`src/rtl/mem_pkg.sv`:
```
`default_nettype none
// ============================================================================
//  Module      : mem_pkg
//  Description : Shared widths, memory depth and FSM state encoding for the
//                memory stream reader.
//  Revision    : 1.0  initial release
// ============================================================================
package mem_pkg;

    localparam int DATA_W     = 16;
    localparam int ADR_W      = 10;
    localparam int MEM_DEPTH  = 1024;
    localparam int SKID_DEPTH = 2;

    typedef enum logic [1:0] {
        ST_IDLE  = 2'd0,
        ST_READ  = 2'd1,
        ST_DRAIN = 2'd2,
        ST_DONE  = 2'd3
    } state_t;

endpackage : mem_pkg
`default_nettype wire

```
`src/rtl/mem_rd_skid.sv`:
```
`default_nettype none
// ============================================================================
//  Module      : mem_rd_skid
//  Description : Two-entry skid FIFO absorbing memory read data so that no
//                word is lost while the consumer stalls.
//  Revision    : 1.0  initial release
// ============================================================================
module mem_rd_skid
    import mem_pkg::*;
#(
    parameter int DATA_W = mem_pkg::DATA_W
) (
    input  logic              clk,
    input  logic              rst,
    input  logic              i_push,
    input  logic [DATA_W-1:0] i_data,
    input  logic              i_pop,
    output logic [DATA_W-1:0] o_data,
    output logic              o_valid,
    output logic [1:0]        o_count
);

    logic [DATA_W-1:0] r_mem [SKID_DEPTH];
    logic              r_wr_ptr;
    logic              r_rd_ptr;
    logic [1:0]        r_count;

    logic w_full;
    logic w_do_pop;
    logic w_do_push;

    assign w_full    = (r_count == 2'd2);
    assign w_do_pop  = i_pop && (r_count != 2'd0);
    // A push into a full FIFO is only legal when the head leaves the same cycle.
    assign w_do_push = i_push && (!w_full || w_do_pop);

    always_ff @(posedge clk) begin
        if (rst) begin
            r_wr_ptr <= 1'b0;
            r_rd_ptr <= 1'b0;
            r_count  <= 2'd0;
            for (int i = 0; i < SKID_DEPTH; i++) begin
                r_mem[i] <= '0;
            end
        end else begin
            if (w_do_push) begin
                r_mem[r_wr_ptr] <= i_data;
                r_wr_ptr        <= ~r_wr_ptr;
            end
            if (w_do_pop) begin
                r_rd_ptr <= ~r_rd_ptr;
            end
            case ({w_do_push, w_do_pop})
                2'b10:   r_count <= r_count + 2'd1;
                2'b01:   r_count <= r_count - 2'd1;
                default: r_count <= r_count;
            endcase
        end
    end

    assign o_data  = r_mem[r_rd_ptr];
    assign o_valid = (r_count != 2'd0);
    assign o_count = r_count;

endmodule : mem_rd_skid
`default_nettype wire

```
`src/rtl/mem_stream_reader.sv`:
```
`default_nettype none
// ============================================================================
//  Module      : mem_stream_reader
//  Description : Reads a burst of consecutive words from a synchronous-read
//                memory and streams them out through a valid/ready handshake.
//  Revision    : 1.0  initial release
// ============================================================================
module mem_stream_reader
    import mem_pkg::*;
#(
    parameter int DATA_W = mem_pkg::DATA_W,
    parameter int ADR_W  = mem_pkg::ADR_W
) (
    input  logic              clk,
    input  logic              reset,
    input  logic              start,
    input  logic [ADR_W-1:0]  base_adr,
    input  logic [ADR_W:0]    length,
    output logic [ADR_W-1:0]  rd_adr,
    input  logic [DATA_W-1:0] mem_dat,
    output logic [DATA_W-1:0] dat_out,
    output logic              dat_valid,
    input  logic              dat_ready,
    output logic              busy,
    output logic              done
);

    localparam logic [ADR_W:0]   c_max_len = {1'b1, {ADR_W{1'b0}}};
    localparam logic [ADR_W:0]   c_len_one = {{ADR_W{1'b0}}, 1'b1};
    localparam logic [ADR_W-1:0] c_adr_one = {{(ADR_W-1){1'b0}}, 1'b1};

    state_t           r_state;
    state_t           w_state_nxt;
    logic [ADR_W-1:0] r_rd_adr;
    logic [ADR_W:0]   r_remain;
    logic             r_inflight;

    logic [ADR_W:0]   w_len_clamped;
    logic [1:0]       w_count;
    logic [2:0]       w_occ;
    logic             w_pop;
    logic             w_issue;
    logic             w_accept_start;
    logic             w_drained;

    assign w_len_clamped  = (length > c_max_len) ? c_max_len : length;
    assign w_accept_start = (r_state == ST_IDLE) && start;
    assign w_pop          = dat_valid && dat_ready;

    // Occupancy after this cycle's pop: counting the departing head lets the
    // reader keep one word per cycle while still never overfilling the skid.
    assign w_occ     = ({1'b0, w_count} + {2'b00, r_inflight}) - {2'b00, w_pop};
    assign w_issue   = (r_state == ST_READ) && (w_occ < 3'd2);
    assign w_drained = (w_occ == 3'd0);

    always_ff @(posedge clk) begin
        if (reset) begin
            r_state <= ST_IDLE;
        end else begin
            r_state <= w_state_nxt;
        end
    end

    always_comb begin
        w_state_nxt = r_state;
        case (r_state)
            ST_IDLE: begin
                if (start) begin
                    w_state_nxt = (w_len_clamped == '0) ? ST_DONE : ST_READ;
                end
            end
            ST_READ: begin
                if (w_issue && (r_remain == c_len_one)) begin
                    w_state_nxt = ST_DRAIN;
                end
            end
            ST_DRAIN: begin
                if (w_drained) begin
                    w_state_nxt = ST_DONE;
                end
            end
            ST_DONE: begin
                w_state_nxt = ST_IDLE;
            end
            default: begin
                w_state_nxt = ST_IDLE;
            end
        endcase
    end

    // A read issued this cycle returns on mem_dat next cycle; clearing the
    // in-flight flag on reset discards that returning word.
    always_ff @(posedge clk) begin
        if (reset) begin
            r_rd_adr   <= '0;
            r_remain   <= '0;
            r_inflight <= 1'b0;
        end else begin
            r_inflight <= w_issue;
            if (w_accept_start) begin
                r_rd_adr <= base_adr;
                r_remain <= w_len_clamped;
            end else if (w_issue) begin
                r_rd_adr <= r_rd_adr + c_adr_one;
                r_remain <= r_remain - c_len_one;
            end
        end
    end

    mem_rd_skid #(
        .DATA_W (DATA_W)
    ) u_skid (
        .clk     (clk),
        .rst     (reset),
        .i_push  (r_inflight),
        .i_data  (mem_dat),
        .i_pop   (w_pop),
        .o_data  (dat_out),
        .o_valid (dat_valid),
        .o_count (w_count)
    );

    assign rd_adr = r_rd_adr;
    assign busy   = (r_state != ST_IDLE);
    assign done   = (r_state == ST_DONE);

endmodule : mem_stream_reader
`default_nettype wire

```
`config.mk`:
```
export PLATFORM = sky130hd
export DESIGN_NAME = mem_stream_reader
export DESIGN_NICKNAME = d
export VERILOG_FILES = /design/src/rtl/mem_pkg.sv /design/src/rtl/mem_rd_skid.sv /design/src/rtl/mem_stream_reader.sv
export SDC_FILE = /design/constraint.sdc
export NUM_CORES = 1
export LEC_CHECK = 0
export CAP_MARGIN = 40
export CORE_ASPECT_RATIO = 1.5
export CORE_MARGIN = 3
export CORE_UTILIZATION = 41
export DETAILED_ROUTE_END_ITERATION = 12
export PLACE_DENSITY = 0.63
export SYNTH_ARGS = -nofsm -noshare
export SYNTH_HDL_FRONTEND = slang
export SYNTH_SLANG_ARGS = --single-unit
```
`constraint.sdc`:
```
create_clock -name clk -period 8.3 [get_ports clk]
set_input_delay 0.83 -clock clk [delete_from_list [all_inputs] [get_ports clk]]
set_output_delay 0.83 -clock clk [all_outputs]
set_load 0.05 [all_outputs]
```
[After elaboration in Yosys (flattened, before gate mapping)]
Memories as Yosys holds them, arrays and structs flattened. A register that Yosys moved wholly into a read port is not among the register bits.
Index checks and enable logic that the tools add are counted.
Storage, ports and cells
  logic and storage cells: 66
  input bits: 41
  RAM bits: 32
  register bits: 28
  output and inout bits: 29
  memories: 1
Operators by class
  add/sub/neg operators: 6
  mux-type cells: 21
  magnitude comparators: 2
  bitwise operators: 2
  equal/unequal tests: 10
  reduce and logical (&&, ||, !) cells: 17
Memories
  u_skid.r_mem: words 2, width 16, rd ports 1, clocked after Yosys merged registers in 1, write ports 2, RTL line mem_rd_skid.sv:23  | logic [DATA_W-1:0] r_mem [SKID_DEPTH];
Operators by type and width (number)
  11-bit 2-to-1 mux: 3
  10-bit 2-to-1 mux: 2
  16-bit 2-to-1 mux: 1
  16-bit OR reduction: 1
  11-bit by 1-bit == test with 1-bit output (second input constant): 1
  11-bit greater-than comparator (second input constant): 1
  11-bit zero test: 1
  11-bit by 1-bit subtractor with 11-bit output (second input constant): 1
  10-bit by 1-bit adder with 10-bit output (second input constant): 1
  1-bit 2-to-1 mux: 9
  2-bit == test (second input constant): 4
  2-bit 2-to-1 mux: 4
  2-bit one-hot mux with 4 select lines: 1
  2-bit nonzero test: 4
  1-bit logical AND: 6
  2-bit by 1-bit == test with 1-bit output (second input constant): 2
  2-bit != test (second input constant): 2
  2-bit one-hot mux with 2 select lines: 1
  2-bit by 1-bit adder with 3-bit output: 1
  3-bit zero test: 1
  3-bit by 2-bit less-than comparator with 1-bit output (second input constant): 1
  3-bit AND reduction: 1
  3-bit by 1-bit subtractor with 3-bit output: 1
  2-bit by 1-bit adder with 2-bit output (second input constant): 1
  other kinds (6): 7

[Logic depth before layout (Yosys ltp)]
Gate-level depths: netlist of run 1.
  depth after elaboration: 10
  mapped depth: 14
  mapped depth without buffers: 13

[Modules after synthesis]
From an unflattened synthesis of run 1, not the netlist that was laid out.
Second synthesis, totals
  cell total of the unflattened synthesis: 297
  area total of the unflattened synthesis: 3233.1 µm²
By module, submodules not included
  mem_rd_skid: instances 1, sequential area each 1061.0 µm², area an instance 1661.6 µm², cells an instance 110
  mem_stream_reader: instances 1, sequential area each 480.5 µm², area an instance 1571.5 µm², cells an instance 187

[Least setup slack after synthesis of run 1]
OpenSTA, ideal clock, no wires.
  path type: reg-to-reg
  start point: register u_skid.r_count[1] (netlist: u_skid.o_count[1])
  end point: register r_remain[8]
  setup time: 0.117 ns
  setup slack: 4.958 ns
  clock period less this slack: 3.342 ns
  path buffers: 1
  data required time: 8.183 ns
  stages on the path, launching flop included: 15
  arrival: 3.225 ns
  path through: dfxtp_1 -> inv_1 -> nand2_1 -> and2_1 -> ha_1 -> inv_1 -> ha_1 -> inv_1 -> fa_1 -> buf_2 -> and3_1 -> nand3_1 -> or3b_1 -> xnor2_1 -> a22o_1
Between the ends
  longest elaborated chain between the ends: 6
  elaborated cells between the ends (all ways): 7
  classes of those cells: 2 x add/sub; 1 x order compare; 4 x reduce/logical
RTL lines
  from (decl): RTL line mem_rd_skid.sv:26  | logic [1:0] r_count;
  from (signal assigned): RTL line mem_rd_skid.sv:54  | 2'b10: r_count <= r_count + 2'd1;
  from (signal assigned): RTL line mem_rd_skid.sv:55  | 2'b01: r_count <= r_count - 2'd1;
  from (signal assigned): RTL line mem_rd_skid.sv:56  | default: r_count <= r_count;
  2-bit nonzero test: RTL line mem_rd_skid.sv:62  | assign o_valid = (r_count != 2'd0);
  named net dat_valid: RTL line mem_stream_reader.sv:22  | output logic dat_valid,
  1-bit logical AND: RTL line mem_stream_reader.sv:48  | assign w_pop = dat_valid && dat_ready;
  3-bit by 1-bit subtractor with 3-bit output: RTL line mem_stream_reader.sv:52  | assign w_occ = ({1'b0, w_count} + {2'b00, r_inflight}) - {2'b00, w_pop};
  3-bit by 2-bit less-than comparator with 1-bit output: RTL line mem_stream_reader.sv:53  | assign w_issue = (r_state == ST_READ) && (w_occ < 3'd2);
  1-bit logical AND: RTL line mem_stream_reader.sv:53
  2-bit nonzero test (no source line)
  to (signal assigned): RTL line mem_stream_reader.sv:102  | r_remain <= w_len_clamped;
  to (signal assigned): RTL line mem_stream_reader.sv:105  | r_remain <= r_remain - c_len_one;
  to (decl): RTL line mem_stream_reader.sv:35  | logic [ADR_W:0] r_remain;
The timed path passes the listed nets, and every way through them passes these cells.
A chain may end at the register's enable or synchronous reset.

[Final worst setup path of run 1]
  start point: input port dat_ready
  end point: register r_remain[8]
Between the ends
  longest elaborated chain between the ends: 5
RTL lines
  from (decl): RTL line mem_stream_reader.sv:23  | input logic dat_ready,
  1-bit logical AND: RTL line mem_stream_reader.sv:48
  3-bit by 1-bit subtractor with 3-bit output: RTL line mem_stream_reader.sv:52
  3-bit by 2-bit less-than comparator with 1-bit output: RTL line mem_stream_reader.sv:53
  1-bit logical AND: RTL line mem_stream_reader.sv:53
  2-bit nonzero test (no source line)
No other way between the ends.

==> summary.txt, run 1 <==
Run status
  • Status: finished clean

Floorplan
  • Die ar.: 0.00862 mm²
  • Die Wd: 76.8 µm
  • Initial Utilization: 0.424
  • Placement row count: 38
  • # IOs: 70
  • Core Area: 0.00727 mm²
  • Die Y-Extent: 112 µm

Layout
  • Finished Cell Area: 0.00410 mm²
  • Layout cell share with drive strength beyond 1: 0.140
  • Commonest cells after routing, fill and taps aside: clkdlybuf4s50_1, and2_1, edfxtp_1
  • Commonest non-fill, non-tap cell in the layout: clkdlybuf4s50_1
  • Total Nets Final: 404
  • Area grow syn2layout: 33.1%
  • Diode count: 0

Critical path
  • Crit end category: register
  • Worst Path Max Fanout: 12
  • Setup CP Type: in -> reg
  • CP required: 8.52 ns
  • Startpoint Class: primary input
  • Worst Path Arrival: 3.90 ns

Drt
  • Detailed-route via count: 2,308
  • First DRT Iteration DRCs: 129
  • Post-Route WL: 6.78 mm
  • DRC Markers: 0
  • DRT antenna net count: 0
  • WL/cell: 14.8 µm
  • Vias/cell: 5.05
  • Pre-Repair DR Iteration Count: 4

Logic synthesis
  • Post-synth top flop: edfxtp_1
  • Synth Warn #: 0
  • Library cells used by synthesis: 47
  • #FFs+latches synth: 61
  • Async SR Flop Fraction: 0
  • Post-synthesis sequential area ratio: 0.500
  • Post-synth top area cell: edfxtp_1
  • Synth Cell Area: 0.00308 mm²
  • Top post-synthesis cells by area: edfxtp_1, dfxtp_1, and2_1
  • Top-area cell type share of the netlist area: 0.312
  • Post-synthesis cell count: 280
  • Syn Nets: 332
  • Number of synthesized flops with an enable pin: 32
  • Syn Area/Cell: 11.0 µm²

Pwr
  • Leakage: 1.52 nW
  • Pwr dens: 308 mW/mm²
  • Worst vdd ir: 0.194 mV

STA
  • Final setup vio count: 0
  • Slew at the pin closest to its max-slew limit: 0.855 ns
  • Period utilization: 0.444
  • Achievable Freq: 0.272 GHz
  • Rel. slew slack: 0.428
  • Post-layout min period: 3.68 ns
  • Clk_skew: 0.00533 ns
  • Setup TNS Final: 0 ns
  • Count of final hold-check violations: 0
  • RSZ-0062 raised after global routing: no
  • Slew Limit Fails: 0

GRT
  • Initial antenna violation count: 0
  • Total grt overflow: 0
  • GR Util All Layers: 0.168
  • Vias in the first global route: 2,389
  • Largest net degree at the start of global routing: 20
  • First-pass GRT wire length: 11.4 mm

Place
  • GP Congestion: 0.823
  • Cell Area, Placed: 0.00389 mm²
  • Port Buffers: 69
  • Placed wire-length estimate: 4.98 mm

CTS
  • CTS sink cnt: 61
  • CTS max path bufs: 2
  • Root Driver: clkbuf_8
  • CTS clk-pin slew, worst paths: 0.06 ns
  • Htree depth: 3
  • Total setup buffers inserted after CTS: 0
  • Clk_lat worst skew: 0.33 ns
  • Total CTS buffers: 9
  • CTS tree: yes
  • Hold Buf Count CTS: 0
  • Post-cts gate resize count: 0

Flow run
  • Max-cap violations: 0

Hold path
  • Hold WC Path Type: reg -> reg
[per-stage QoR]
stage                     setup WS [ns]  cells   util  hold slack (ns)  power (W)
final                              4.62    457  0.564            0.517    0.00127
after global routing               4.39    457  0.564            0.553    0.00134
after CTS                          4.61    457  0.564            0.521    0.00128
after detailed placement           4.29    441  0.534            0.508   0.000985
after global placement             4.37    439  0.531            0.502   0.000977
after floorplan                    4.96    280      -            0.481   0.000825
[cell families (layout without fill, tap and decap cells)]
family,Yosys count,after routing,synth area share
simple gates,95,95,0.188
flops,61,61,0.500
compound gates,50,50,0.108
buf+inv,25,102,0.0333
xor+xnor,22,22,0.0649
mux,16,16,0.0584
fa+ha+maj,11,11,0.0471
[synth_stat cells (3+ instances only)]
| master | instances |
|---|---|
| a211oi_1 | 5 |
| a21oi_1 | 17 |
| a22o_1 | 6 |
| and2_1 | 33 |
| clkbuf_1 | 10 |
| dfxtp_1 | 29 |
| edfxtp_1 | 32 |
| ha_1 | 10 |
| inv_1 | 13 |
| mux2_2 | 16 |
| nand2_1 | 12 |
| nand3_1 | 4 |
| nand4_1 | 3 |
| nor2_1 | 10 |
| nor3_1 | 10 |
| nor4_1 | 3 |
| o21ai_0 | 12 |
| xnor2_1 | 12 |
| xor2_1 | 9 |
[worst max-delay path: stages]
cell             delay [ns]
clkdlybuf4s50_1        0.52
and2_1                 0.19
ha_1                   0.24
inv_1                  0.06
ha_1                   0.13
inv_1                  0.05
fa_1                   0.40
xnor2_2                0.50
nand3_1                0.25
or3b_1                 0.42
xnor2_1                0.14
a22o_1                 0.18
[metal layers]
layer / GRT usage / wire [µm] / vias to the layer above
li1: - / - / 1144
met1: 0.182 / 2680 / 1094
met2: 0.313 / 3720 / 59
met3: 0.0353 / 242 / 11
met4: 0.0689 / 137 / 0
met5: 0 / 0 / -
[sequential cells by signal, indices dropped and copies added (netlist names), named ones only]
| signal | count |
|---|---|
| u_skid.r_mem | 32 |
| r_remain | 11 |
| rd_adr | 10 |
| r_state | 2 |
| u_skid.o_count | 2 |
| r_inflight | 1 |
| u_skid.r_rd_ptr | 1 |
| u_skid.r_wr_ptr | 1 |
[where the power goes]
| part | internal, W | total, W | leakage, nW | switching [W] |
|---|---|---|---|---|
| Sequential | 0.000383 | 0.000437 | 0.571 | 0.0000536 |
| Combinational | 0.000216 | 0.000541 | 0.838 | 0.000324 |
| Clock | 0.000176 | 0.000288 | 0.113 | 0.000113 |
| Total | 0.000775 | 0.00127 | 1.52 | 0.000490 |
[final cells by class]
cell class,count,area (µm²)
fill,614,3170
inverter,13,48.8
clock inverter,5,75.1
timing repair buffer,73,728
tap,100,125
clock buffer,11,141
sequential,61,1540
multi-input combinational,194,1440
[worst paths after layout]
kind                                       start  cells after the start  slack (ns)                       end
setup reg to reg  u_skid.o_count[1]$_SDFFE_PP0P_                     13        4.94  r_remain[8]$_SDFFE_PP0P_
setup / recovery                       dat_ready                     12        4.62  r_remain[8]$_SDFFE_PP0P_
hold reg to reg           rd_adr[1]$_SDFFE_PP0P_                      2        0.52    rd_adr[1]$_SDFFE_PP0P_
hold / removal            rd_adr[1]$_SDFFE_PP0P_                      2        0.52    rd_adr[1]$_SDFFE_PP0P_
Power figures use the tool's default switching activity.
==> run 2: changes to the inputs <==
--- a/config.mk
+++ b/config.mk
@@ -10,7 +10,7 @@
 export CORE_MARGIN = 3
 export CORE_UTILIZATION = 41
 export DETAILED_ROUTE_END_ITERATION = 12
-export PLACE_DENSITY = 0.63
+export PLACE_DENSITY = 0.66
 export SYNTH_ARGS = -nofsm -noshare
 export SYNTH_HDL_FRONTEND = slang
 export SYNTH_SLANG_ARGS = --single-unit
==> constraint.sdc (replaced) <==
create_clock -name clk -period 3 [get_ports clk]
set_input_delay 0.3 -clock clk [delete_from_list [all_inputs] [get_ports clk]]
set_output_delay 0.3 -clock clk [all_outputs]
set_load 0.05 [all_outputs]
==> summary.txt, run 2 (synthesis gave the netlist of run 1 again) <==
Place
  • GP Congestion: 0.833 (was 0.823)
  • Placement Setup Slack: -0.0559 ns (was 4.29 ns)
  • Port Buffers: 69 (unchanged)
  • Cell Area, Placed: 0.00397 mm² (was 0.00389 mm²)
  • Placed wire-length estimate: 5.04 mm (was 4.98 mm)

Drt
  • Metal3 WL: 255 µm (was 242 µm)
  • Metal2 WL: 3.72 mm (about the same)
  • Pre-Repair DR Iteration Count: 6 (was 4)
  • Top Layer Used: met4 (unchanged)
  • First DRT Iteration DRCs: 111 (was 129)
  • Vias/cell: 4.94 (was 5.05)
  • DRT antenna net count: 0 (unchanged)
  • WL/cell: 14.5 µm (was 14.8 µm)
  • DRC Markers: 0 (unchanged)
  • Post-Route WL: 6.81 mm (was 6.78 mm)
  • Detailed-route via count: 2,310 (was 2,308)
  • Wl on met1: 2.74 mm (was 2.68 mm)

Layout
  • Area grow syn2layout: 35.2% (was 33.1%)
  • Total Nets Final: 415 (was 404)
  • Finished Cell Area: 0.00417 mm² (was 0.00410 mm²)
  • Largest register by flop count: u_skid.r_mem (unchanged)
  • Layout cell share with drive strength beyond 1: 0.171 (was 0.140)
  • Commonest non-fill, non-tap cell in the layout: clkdlybuf4s50_1 (unchanged)
  • Diode count: 0 (unchanged)
  • Commonest cells after routing, fill and taps aside: clkdlybuf4s50_1, and2_1, edfxtp_1 (unchanged)
  • Core Util, Final: 0.573 (was 0.564)
  • # fillers: 636 (was 614)
  • Max reg flops: 32 (unchanged)

Pwr
  • Pwr dens: 835 mW/mm² (was 308 mW/mm²)
  • Worst vdd ir: 0.478 mV (was 0.194 mV)
  • Leakage: 1.56 nW (was 1.52 nW)
  • Total power: 0.00348 W (was 0.00127 W)

Critical path
  • Worst Path Arrival: 3.09 ns (was 3.90 ns)
  • Worst Path Max Fanout: 9 (was 12)
  • Startpoint Class: register (was primary input)
  • Crit end category: register (unchanged)
  • CP required: 3.25 ns (was 8.52 ns)
  • Setup CP Type: reg -> reg (was in -> reg)

STA
  • Rel. slew slack: 0.586 (was 0.428)
  • Period utilization: 0.948
  • Worst setup margin: 0.156 ns (was 4.62 ns)
  • Clk_skew: 0.00787 ns (was 0.00533 ns)
  • Final setup vio count: 0 (unchanged)
  • Setup TNS Final: 0 ns (unchanged)
  • RSZ-0062 raised after global routing: no (unchanged)
  • Slew Limit Fails: 0 (unchanged)
  • Count of final hold-check violations: 0 (unchanged)
  • Slew at the pin closest to its max-slew limit: 0.617 ns (was 0.855 ns)
  • Achievable Freq: 0.352 GHz
  • Post-layout min period: 2.84 ns

CTS
  • CTS max path bufs: 2 (unchanged)
  • Total setup buffers inserted after CTS: 0 (unchanged)
  • Total CTS buffers: 9 (unchanged)
  • CTS clk-pin slew, worst paths: 0.07 ns (was 0.06 ns)
  • Hold Buf Count CTS: 0 (unchanged)
  • Root Driver: clkbuf_8 (unchanged)
  • CTS tree: yes (unchanged)
  • Htree depth: 3 (unchanged)
  • Clk_lat worst skew: 0.33 ns (about the same)
  • CTS sink cnt: 61 (unchanged)

GRT
  • Largest net degree at the start of global routing: 31 (was 20)
  • GR Util All Layers: 0.165 (was 0.168)
  • Total grt overflow: 0 (unchanged)
  • Initial antenna violation count: 0 (unchanged)
  • Vias in the first global route: 2,366 (was 2,389)
  • First-pass GRT wire length: 11.2 mm (was 11.4 mm)

Run status
  • Status: finished clean (unchanged)

Floorplan
  • Die Y-Extent: 112 µm (unchanged)
  • Die Wd: 76.8 µm (unchanged)
  • Placement row count: 38 (unchanged)
  • Core Area: 0.00727 mm² (unchanged)
  • Die ar.: 0.00862 mm² (unchanged)
  • Initial Utilization: 0.424 (unchanged)
  • # IOs: 70 (unchanged)

Hold path
  • Hold WC Path Type: reg -> reg (unchanged)

Flow run
  • Max-cap violations: 0 (unchanged)
[run 2: report_power, final]
part           switching (W)  internal (W)
Sequential          0.000140       0.00106
Combinational       0.000912      0.000631
Clock               0.000312      0.000426
Total                0.00136       0.00212
[run 2: layout make-up]
type	count	area, µm²	area share
clock inverters	4	47.5	0.0114
clock buffers	12	155	0.0372
repair buffers	84	803	0.193
flip-flops and latches	61	1540	0.370
inverters	13	48.8	0.0117
well taps	100	125	0.0300
multi-input cells	194	1450	0.347
[run 2: metal layers]
layer  global-route usage  vias up
met5                    0        -
met4               0.0665        0
met3               0.0441        7
met2                0.296       52
met1                0.182     1081
li1                     -     1170
[run 2: stage by stage]
step | cells | hold WS [ns]
3_5_place_dp | 452 | 0.511
4_1_cts | 468 | 0.524
5_1_grt | 468 | 0.558
6_report | 468 | 0.517
2_1_floorplan | 280 | 0.433
3_3_place_gp | 452 | 0.499
[run 2: timing repair]
item / CTS / global route
endpoints found under the setup margin: 0 / 8
gates resized for setup: 0 / 1
endpoints found under the hold margin: 0 / 0
[run 2: worst max-delay path, stage by stage (launching register included)]
cell and delay [ns]:
dfxtp_1 0.34, inv_2 0.12, nand2_4 0.05, and2_1 0.17
ha_1 0.29, inv_1 0.06, ha_1 0.13, inv_1 0.05
fa_1 0.39, xnor2_2 0.14, buf_4 0.19, nand2_1 0.08
o32a_2 0.40, nand2b_4 0.15, a221oi_2 0.20
[run 2: path summary, 6_finish.rpt]
| kind | startpoint | to | slack, ns | cells after the start |
|---|---|---|---|---|
| worst max-delay path | u_skid.o_count[0]$_SDFFE_PP0P_ | r_state[0]$_SDFFE_PP0P_ | 0.16 | 14 |
| worst min-delay path | rd_adr[1]$_SDFFE_PP0P_ | rd_adr[1]$_SDFFE_PP0P_ | 0.52 | 2 |
| worst max register to register | u_skid.o_count[0]$_SDFFE_PP0P_ | r_state[0]$_SDFFE_PP0P_ | 0.16 | 14 |
| worst min register to register | rd_adr[1]$_SDFFE_PP0P_ | rd_adr[1]$_SDFFE_PP0P_ | 0.52 | 2 |
